[src/rtl/alu_req_arbiter_if.sv]
// Signal bundle between the requesting engines, the arbiter and the serial-command ALU.
// The arbiter connects through the slave modport; the environment drives through master.
interface alu_req_arbiter_if #(
    parameter int NUM_REQ    = 4,
    parameter int DATA_WIDTH = 8
);
    logic [NUM_REQ-1:0]            req;
    logic [2*NUM_REQ-1:0]          req_op;
    logic [NUM_REQ*DATA_WIDTH-1:0] req_a;
    logic [NUM_REQ*DATA_WIDTH-1:0] req_b;
    logic [NUM_REQ-1:0]            gnt;
    logic [NUM_REQ-1:0]            rsp_valid;
    logic [DATA_WIDTH-1:0]         rsp_result;
    logic                          rsp_overflow;
    logic                          rsp_timeout;
    logic                          busy;
    logic                          alu_opcode_valid;
    logic                          alu_opcode;
    logic [DATA_WIDTH-1:0]         alu_data;
    logic                          alu_done;
    logic [DATA_WIDTH-1:0]         alu_result;
    logic                          alu_overflow;

    modport slave (
        input  req, req_op, req_a, req_b, alu_done, alu_result, alu_overflow,
        output gnt, rsp_valid, rsp_result, rsp_overflow, rsp_timeout, busy,
               alu_opcode_valid, alu_opcode, alu_data
    );

    modport master (
        output req, req_op, req_a, req_b, alu_done, alu_result, alu_overflow,
        input  gnt, rsp_valid, rsp_result, rsp_overflow, rsp_timeout, busy,
               alu_opcode_valid, alu_opcode, alu_data
    );
endinterface

[src/rtl/alu_req_arbiter.sv]
// Round-robin arbiter that serialises one request at a time into the ALU's three-cycle
// command protocol, waits for alu_done (or the watchdog) and returns the result.
module alu_req_arbiter #(
    parameter int NUM_REQ    = 4,
    parameter int DATA_WIDTH = 8,
    parameter int TIMEOUT    = 16
) (
    input  logic             clk,
    input  logic             reset,
    alu_req_arbiter_if.slave bus
);
    localparam int WW = (NUM_REQ > 1) ? $clog2(NUM_REQ) : 1;
    localparam int CW = (TIMEOUT > 1) ? $clog2(TIMEOUT) : 1;

    typedef enum logic [2:0] {IDLE, SEND0, SEND1, SEND2, WAIT, RESP} state_e;

    state_e                state_q;
    logic [WW-1:0]         ptr_q, win_q, win_d;
    logic [WW:0]           idx;
    logic                  found_d;
    logic [1:0]            op_q, op_d;
    logic [DATA_WIDTH-1:0] a_q, b_q, a_d, b_d;
    logic [CW-1:0]         cnt_q;
    logic [NUM_REQ-1:0]    gnt_q, rsp_valid_q;
    logic [DATA_WIDTH-1:0] rsp_result_q, alu_data_q;
    logic                  rsp_overflow_q, rsp_timeout_q, busy_q;
    logic                  alu_opcode_valid_q, alu_opcode_q;

    // Rotating search from ptr; idx is one bit wider so ptr+j never wraps before the subtract.
    always_comb begin
        found_d = 1'b0;
        win_d   = '0;
        idx     = '0;
        for (int j = 0; j < NUM_REQ; j++) begin
            idx = {1'b0, ptr_q} + (WW+1)'(j);
            if (idx >= (WW+1)'(NUM_REQ)) idx = idx - (WW+1)'(NUM_REQ);
            if (!found_d && bus.req[idx[WW-1:0]]) begin
                found_d = 1'b1;
                win_d   = idx[WW-1:0];
            end
        end
        op_d = '0;
        a_d  = '0;
        b_d  = '0;
        for (int i = 0; i < NUM_REQ; i++) begin
            if (win_d == WW'(i)) begin
                op_d = bus.req_op[2*i +: 2];
                a_d  = bus.req_a[i*DATA_WIDTH +: DATA_WIDTH];
                b_d  = bus.req_b[i*DATA_WIDTH +: DATA_WIDTH];
            end
        end
    end

    // Outputs are loaded on the transition into the state they belong to.
    always_ff @(posedge clk) begin
        if (reset) begin
            state_q            <= IDLE;
            ptr_q              <= '0;
            win_q              <= '0;
            op_q               <= '0;
            a_q                <= '0;
            b_q                <= '0;
            cnt_q              <= '0;
            gnt_q              <= '0;
            rsp_valid_q        <= '0;
            rsp_result_q       <= '0;
            rsp_overflow_q     <= 1'b0;
            rsp_timeout_q      <= 1'b0;
            busy_q             <= 1'b0;
            alu_opcode_valid_q <= 1'b0;
            alu_opcode_q       <= 1'b0;
            alu_data_q         <= '0;
        end else begin
            rsp_valid_q <= '0;
            case (state_q)
                IDLE: begin
                    if (found_d) begin
                        win_q              <= win_d;
                        op_q               <= op_d;
                        a_q                <= a_d;
                        b_q                <= b_d;
                        gnt_q              <= NUM_REQ'(1) << win_d;
                        busy_q             <= 1'b1;
                        alu_opcode_valid_q <= 1'b1;
                        alu_opcode_q       <= op_d[0];
                        alu_data_q         <= a_d;
                        state_q            <= SEND0;
                    end
                end
                SEND0: begin
                    alu_opcode_q <= op_q[1];
                    alu_data_q   <= b_q;
                    state_q      <= SEND1;
                end
                SEND1: begin
                    alu_opcode_q <= 1'b0;
                    alu_data_q   <= '0;
                    state_q      <= SEND2;
                end
                SEND2: begin
                    alu_opcode_valid_q <= 1'b0;
                    cnt_q              <= '0;
                    state_q            <= WAIT;
                end
                WAIT: begin
                    cnt_q <= cnt_q + CW'(1);
                    if (bus.alu_done) begin
                        rsp_result_q   <= bus.alu_result;
                        rsp_overflow_q <= bus.alu_overflow;
                        rsp_timeout_q  <= 1'b0;
                        rsp_valid_q    <= NUM_REQ'(1) << win_q;
                        state_q        <= RESP;
                    end else if (cnt_q == CW'(TIMEOUT-1)) begin
                        rsp_result_q   <= '0;
                        rsp_overflow_q <= 1'b0;
                        rsp_timeout_q  <= 1'b1;
                        rsp_valid_q    <= NUM_REQ'(1) << win_q;
                        state_q        <= RESP;
                    end
                end
                RESP: begin
                    ptr_q   <= (win_q == WW'(NUM_REQ-1)) ? '0 : win_q + WW'(1);
                    gnt_q   <= '0;
                    busy_q  <= 1'b0;
                    state_q <= IDLE;
                end
                default: state_q <= IDLE;
            endcase
        end
    end

    assign bus.gnt              = gnt_q;
    assign bus.rsp_valid        = rsp_valid_q;
    assign bus.rsp_result       = rsp_result_q;
    assign bus.rsp_overflow     = rsp_overflow_q;
    assign bus.rsp_timeout      = rsp_timeout_q;
    assign bus.busy             = busy_q;
    assign bus.alu_opcode_valid = alu_opcode_valid_q;
    assign bus.alu_opcode       = alu_opcode_q;
    assign bus.alu_data         = alu_data_q;
endmodule

[src/flat_wrapper.sv]
// flat-port wrapper written by rule: the top's interface ports become plain ports
module alu_req_arbiter_flat 
#(
    parameter int NUM_REQ    = 4,
    parameter int DATA_WIDTH = 8,
    parameter int TIMEOUT    = 16
)
  (clk, reset, bus_req, bus_req_op, bus_req_a, bus_req_b, bus_alu_done, bus_alu_result, bus_alu_overflow, bus_gnt, bus_rsp_valid, bus_rsp_result, bus_rsp_overflow, bus_rsp_timeout, bus_busy, bus_alu_opcode_valid, bus_alu_opcode, bus_alu_data);
  alu_req_arbiter_if #(.NUM_REQ(NUM_REQ), .DATA_WIDTH(DATA_WIDTH)) bus_i ();
  input  logic clk;
  input  logic reset;
  input wire logic [$bits(bus_i.req)-1:0] bus_req;
  input wire logic [$bits(bus_i.req_op)-1:0] bus_req_op;
  input wire logic [$bits(bus_i.req_a)-1:0] bus_req_a;
  input wire logic [$bits(bus_i.req_b)-1:0] bus_req_b;
  input wire logic [$bits(bus_i.alu_done)-1:0] bus_alu_done;
  input wire logic [$bits(bus_i.alu_result)-1:0] bus_alu_result;
  input wire logic [$bits(bus_i.alu_overflow)-1:0] bus_alu_overflow;
  output wire logic [$bits(bus_i.gnt)-1:0] bus_gnt;
  output wire logic [$bits(bus_i.rsp_valid)-1:0] bus_rsp_valid;
  output wire logic [$bits(bus_i.rsp_result)-1:0] bus_rsp_result;
  output wire logic [$bits(bus_i.rsp_overflow)-1:0] bus_rsp_overflow;
  output wire logic [$bits(bus_i.rsp_timeout)-1:0] bus_rsp_timeout;
  output wire logic [$bits(bus_i.busy)-1:0] bus_busy;
  output wire logic [$bits(bus_i.alu_opcode_valid)-1:0] bus_alu_opcode_valid;
  output wire logic [$bits(bus_i.alu_opcode)-1:0] bus_alu_opcode;
  output wire logic [$bits(bus_i.alu_data)-1:0] bus_alu_data;
  assign bus_i.req = bus_req;
  assign bus_i.req_op = bus_req_op;
  assign bus_i.req_a = bus_req_a;
  assign bus_i.req_b = bus_req_b;
  assign bus_i.alu_done = bus_alu_done;
  assign bus_i.alu_result = bus_alu_result;
  assign bus_i.alu_overflow = bus_alu_overflow;
  assign bus_gnt = bus_i.gnt;
  assign bus_rsp_valid = bus_i.rsp_valid;
  assign bus_rsp_result = bus_i.rsp_result;
  assign bus_rsp_overflow = bus_i.rsp_overflow;
  assign bus_rsp_timeout = bus_i.rsp_timeout;
  assign bus_busy = bus_i.busy;
  assign bus_alu_opcode_valid = bus_i.alu_opcode_valid;
  assign bus_alu_opcode = bus_i.alu_opcode;
  assign bus_alu_data = bus_i.alu_data;
  alu_req_arbiter #(.NUM_REQ(NUM_REQ), .DATA_WIDTH(DATA_WIDTH), .TIMEOUT(TIMEOUT)) u_core (.clk(clk), .reset(reset), .bus(bus_i));
endmodule
[config.mk]
export PLATFORM = sky130hd
export DESIGN_NAME = alu_req_arbiter_flat
export DESIGN_NICKNAME = d
export VERILOG_FILES = /design/src/rtl/alu_req_arbiter_if.sv /design/src/rtl/alu_req_arbiter.sv /design/src/flat_wrapper.sv
export SDC_FILE = /design/constraint.sdc
export NUM_CORES = 1
export LEC_CHECK = 0
export CAP_MARGIN = 15
export CORE_MARGIN = 2
export CORE_UTILIZATION = 30
export CTS_BUF_LIST = sky130_fd_sc_hd__clkbuf_8
export DETAILED_ROUTE_END_ITERATION = 8
export PLACE_DENSITY_LB_ADDON = 0.05
export SYNTH_ARGS = -nofsm -noshare
export SYNTH_HDL_FRONTEND = slang
export SYNTH_SLANG_ARGS = --single-unit
export TNS_END_PERCENT = 5
[constraint.sdc]
create_clock -name clk -period 2.7 [get_ports clk]
set_input_delay 0.405 -clock clk [delete_from_list [all_inputs] [get_ports clk]]
set_output_delay 0.405 -clock clk [all_outputs]
set_load 0.02 [all_outputs]
==> reports/metrics.yaml <==
status: "finished, final reports clean"
synth_edf_count: 0
drv_cap: 0
viasPerCell: 5.23
cp.required_ns: 2.95
ys_ff_latch: 49
place_area_um2: 4110
netlist_area_um2: 2790
reg2reg_from: "u_core.ptr_q[0]$_SDFFE_PP0P_"
core_um2: 9150
drt-total-wl_um: 8850
hold_class: "reg -> reg"
overflow: 0
yosysUniqueCellTypes: 48
drc: 0
max_freq_ghz: 0.440
fin_nets: 553
p_leak_uw: 0.00159
dieArea_um2: 10100
floorplan.rows: 35
vias: 2990
antenna_cells: 0
htree_num_levels: 2
fin_util_pct: 45.9
setup_violations: 0
worstSetupPathType: "in -> reg"
syn_area_per_cell_um2: 7.96
ys.flop_type: "dfxtp_1"
worstHoldPathCells: 2
portBuffers: 116
clock_latency_ns: 0.31
crit_start: "bus_req[1]"
post-cts-setup-buffer-count: 0
die_y_um: 100
grtUsageTotal_pct: 18.1
yosysTopAreaCell: "dfxtp_1"
grt_max_degree: 38
hold_start: "u_core.bus.rsp_timeout$_SDFFE_PP0P_"
clk_pin_slew_worst_paths_ns: 0.10
slew_headroom_pct: 40.7
final_cell_area_um2: 4200
skew_ns: 0.00719
area_growth_pct: 50.4
dp_slack_ns: 0.125
dp_hpwl_um: 6490
cts_buffer_depth: 2
syn_inst: 351
ir_worst_vdd_mv: 0.217
gp_congestion: 0.791
cts_tree: "built"
synth.top_cells.by_count: "nor2_1 (72), dfxtp_1 (49), clkbuf_1 (22)"
antenna_found_initial: 0
yosysTopAreaCellShare_pct: 35.1
yosysMostFrequentCell: "nor2_1"
root_buffer: "clkbuf_8"
tightest_slew_ns: 0.886
ff2ff_path_depth: 5
numCtsBuffers: 5
async_reset_ff_share_pct: 0
crit_arrival_ns: 2.52
rsz0062_at_grt: "false"
ctsResizeCount: 0
crit_path_start_kind: "primary input"
drt-wirelength-per-cell_um: 15.5
io_pins: 117
min_period_over_period_pct: 84.1
period_minus_slack_ns: 2.27
hold_viol_final: 0
syn_nets: 444
drv_slew: 0
fin_ws_ns: 0.429
endpoint_kind: "flop"
power_density_nw_per_um2: 446
drt-pass1-iter-count: 5
start_util_pct: 30.5
dr.first_iter.drc_count: 134
yosysSeqAreaShare_pct: 35.1
antenna_left: 0
drive_gt1_share_pct: 10.8
clock_sinks: 49
synthTopCellsByArea: "dfxtp_1 (35%), nor2_1 (9.7%), nand3_1 (3.0%)"
die_width_um: 100
cts_hold_buf: 0
cp_max_fo: 24
setup_tns_ns: 0
timing.hold.ws_ns: 0.464
grt_pass1_vias: 2989
yosys_warnings: 0
grt_pass1_wl_um: 14600
## sequential cells by signal (all words and copies together) (netlist names), 2 cells and up
signal,count
u_core.state_q,3
u_core.win_q,2
u_core.bus.gnt,4
u_core.bus.rsp_result,8
u_core.cnt_q,4
u_core.bus.rsp_valid,4
u_core.ptr_q,2
u_core.b_q,8
u_core.bus.alu_data,8
## final cells by class
class | instances | area (µm²)
clock buffers | 5 | 68.8
repair buffers | 133 | 1310
fillers | 896 | 4950
clock inverters | 3 | 22.5
well taps | 111 | 139
multi-input cells | 266 | 1660
flip-flops and latches | 49 | 981
inverters | 5 | 18.8
## report_power, final
group	switching [µW]	internal (µW)	total, µW
Sequential	42.6	781	823
Combinational	290	318	608
Clock	259	184	444
## cells by family after synthesis
kind of cell	Yosys count	synth area share (%)
adders and majority gates	5	2.24
and+or+nand+nor	146	24.2
AOI/OAI and AO/OA	110	30.7
muxes	5	1.84
DFF	49	35.1
buffers and inverters	36	5.87
## final timing paths
path,slack (ns),end
worst min register to register,0.46,u_core.bus.rsp_timeout$_SDFFE_PP0P_
worst max-delay path,0.43,u_core.bus.alu_data[1]$_SDFFE_PP0P_
worst min-delay path,0.46,u_core.bus.rsp_timeout$_SDFFE_PP0P_
worst max register to register,0.58,u_core.b_q[0]$_SDFFE_PP0P_
## stage by stage
step	std cells	total power [µW]
2_1_floorplan	351	1160
3_3_place_gp	564	1450
3_5_place_dp	564	1450
4_1_cts	572	1910
5_1_grt	572	1990
6_report	572	1880
## routing by layer
layer / track usage (%) / part of all wire (%)
met5: 0 / 0
met4: 6.11 / 2.1
met3: 3.54 / 4.5
met2: 31.6 / 48
met1: 22.2 / 45
## worst max-delay path: stages
cell and delay, ns:
clkdlybuf4s50_1 0.58, nor2_1 0.07, or4_4 0.68, a21bo_2 0.25, a311oi_1 0.35, o31a_1 0.18
## layout by cell type, fill, tap and decap left out, drive strengths merged, types with 2 or more instances in the layout
| cell | synthesis | layout |
|---|---|---|
| nand2b | 4 | 4 |
| ha | 5 | 5 |
| a221oi | 6 | 6 |
| and3 | 9 | 9 |
| o2bb2ai | 2 | 2 |
| nor2b | 3 | 3 |
| and2 | 5 | 5 |
| o31ai | 9 | 9 |
| a21o | 3 | 3 |
| a211oi | 11 | 11 |
| or4 | 2 | 2 |
| nor4 | 4 | 4 |
| a21boi | 9 | 9 |
| nor3 | 14 | 14 |
| nor2 | 72 | 72 |
| nand2 | 11 | 11 |
| a21bo | 9 | 9 |
| a311oi | 9 | 9 |
| nand4 | 2 | 2 |
| a21oi | 17 | 17 |
| dfxtp | 49 | 49 |
| o221ai | 2 | 2 |
| buf | 8 | 18 |
| a22oi | 9 | 9 |
| inv | 5 | 5 |
| o21ai | 11 | 11 |
| nand3 | 17 | 17 |
| mux2i | 4 | 4 |
| or2 | 2 | 2 |
| clkdlybuf4s50 | 0 | 115 |
| o31a | 9 | 9 |
| clkbuf | 23 | 5 |
| clkinv | 0 | 3 |
Note: power is estimated with default switching activity, not from simulation.
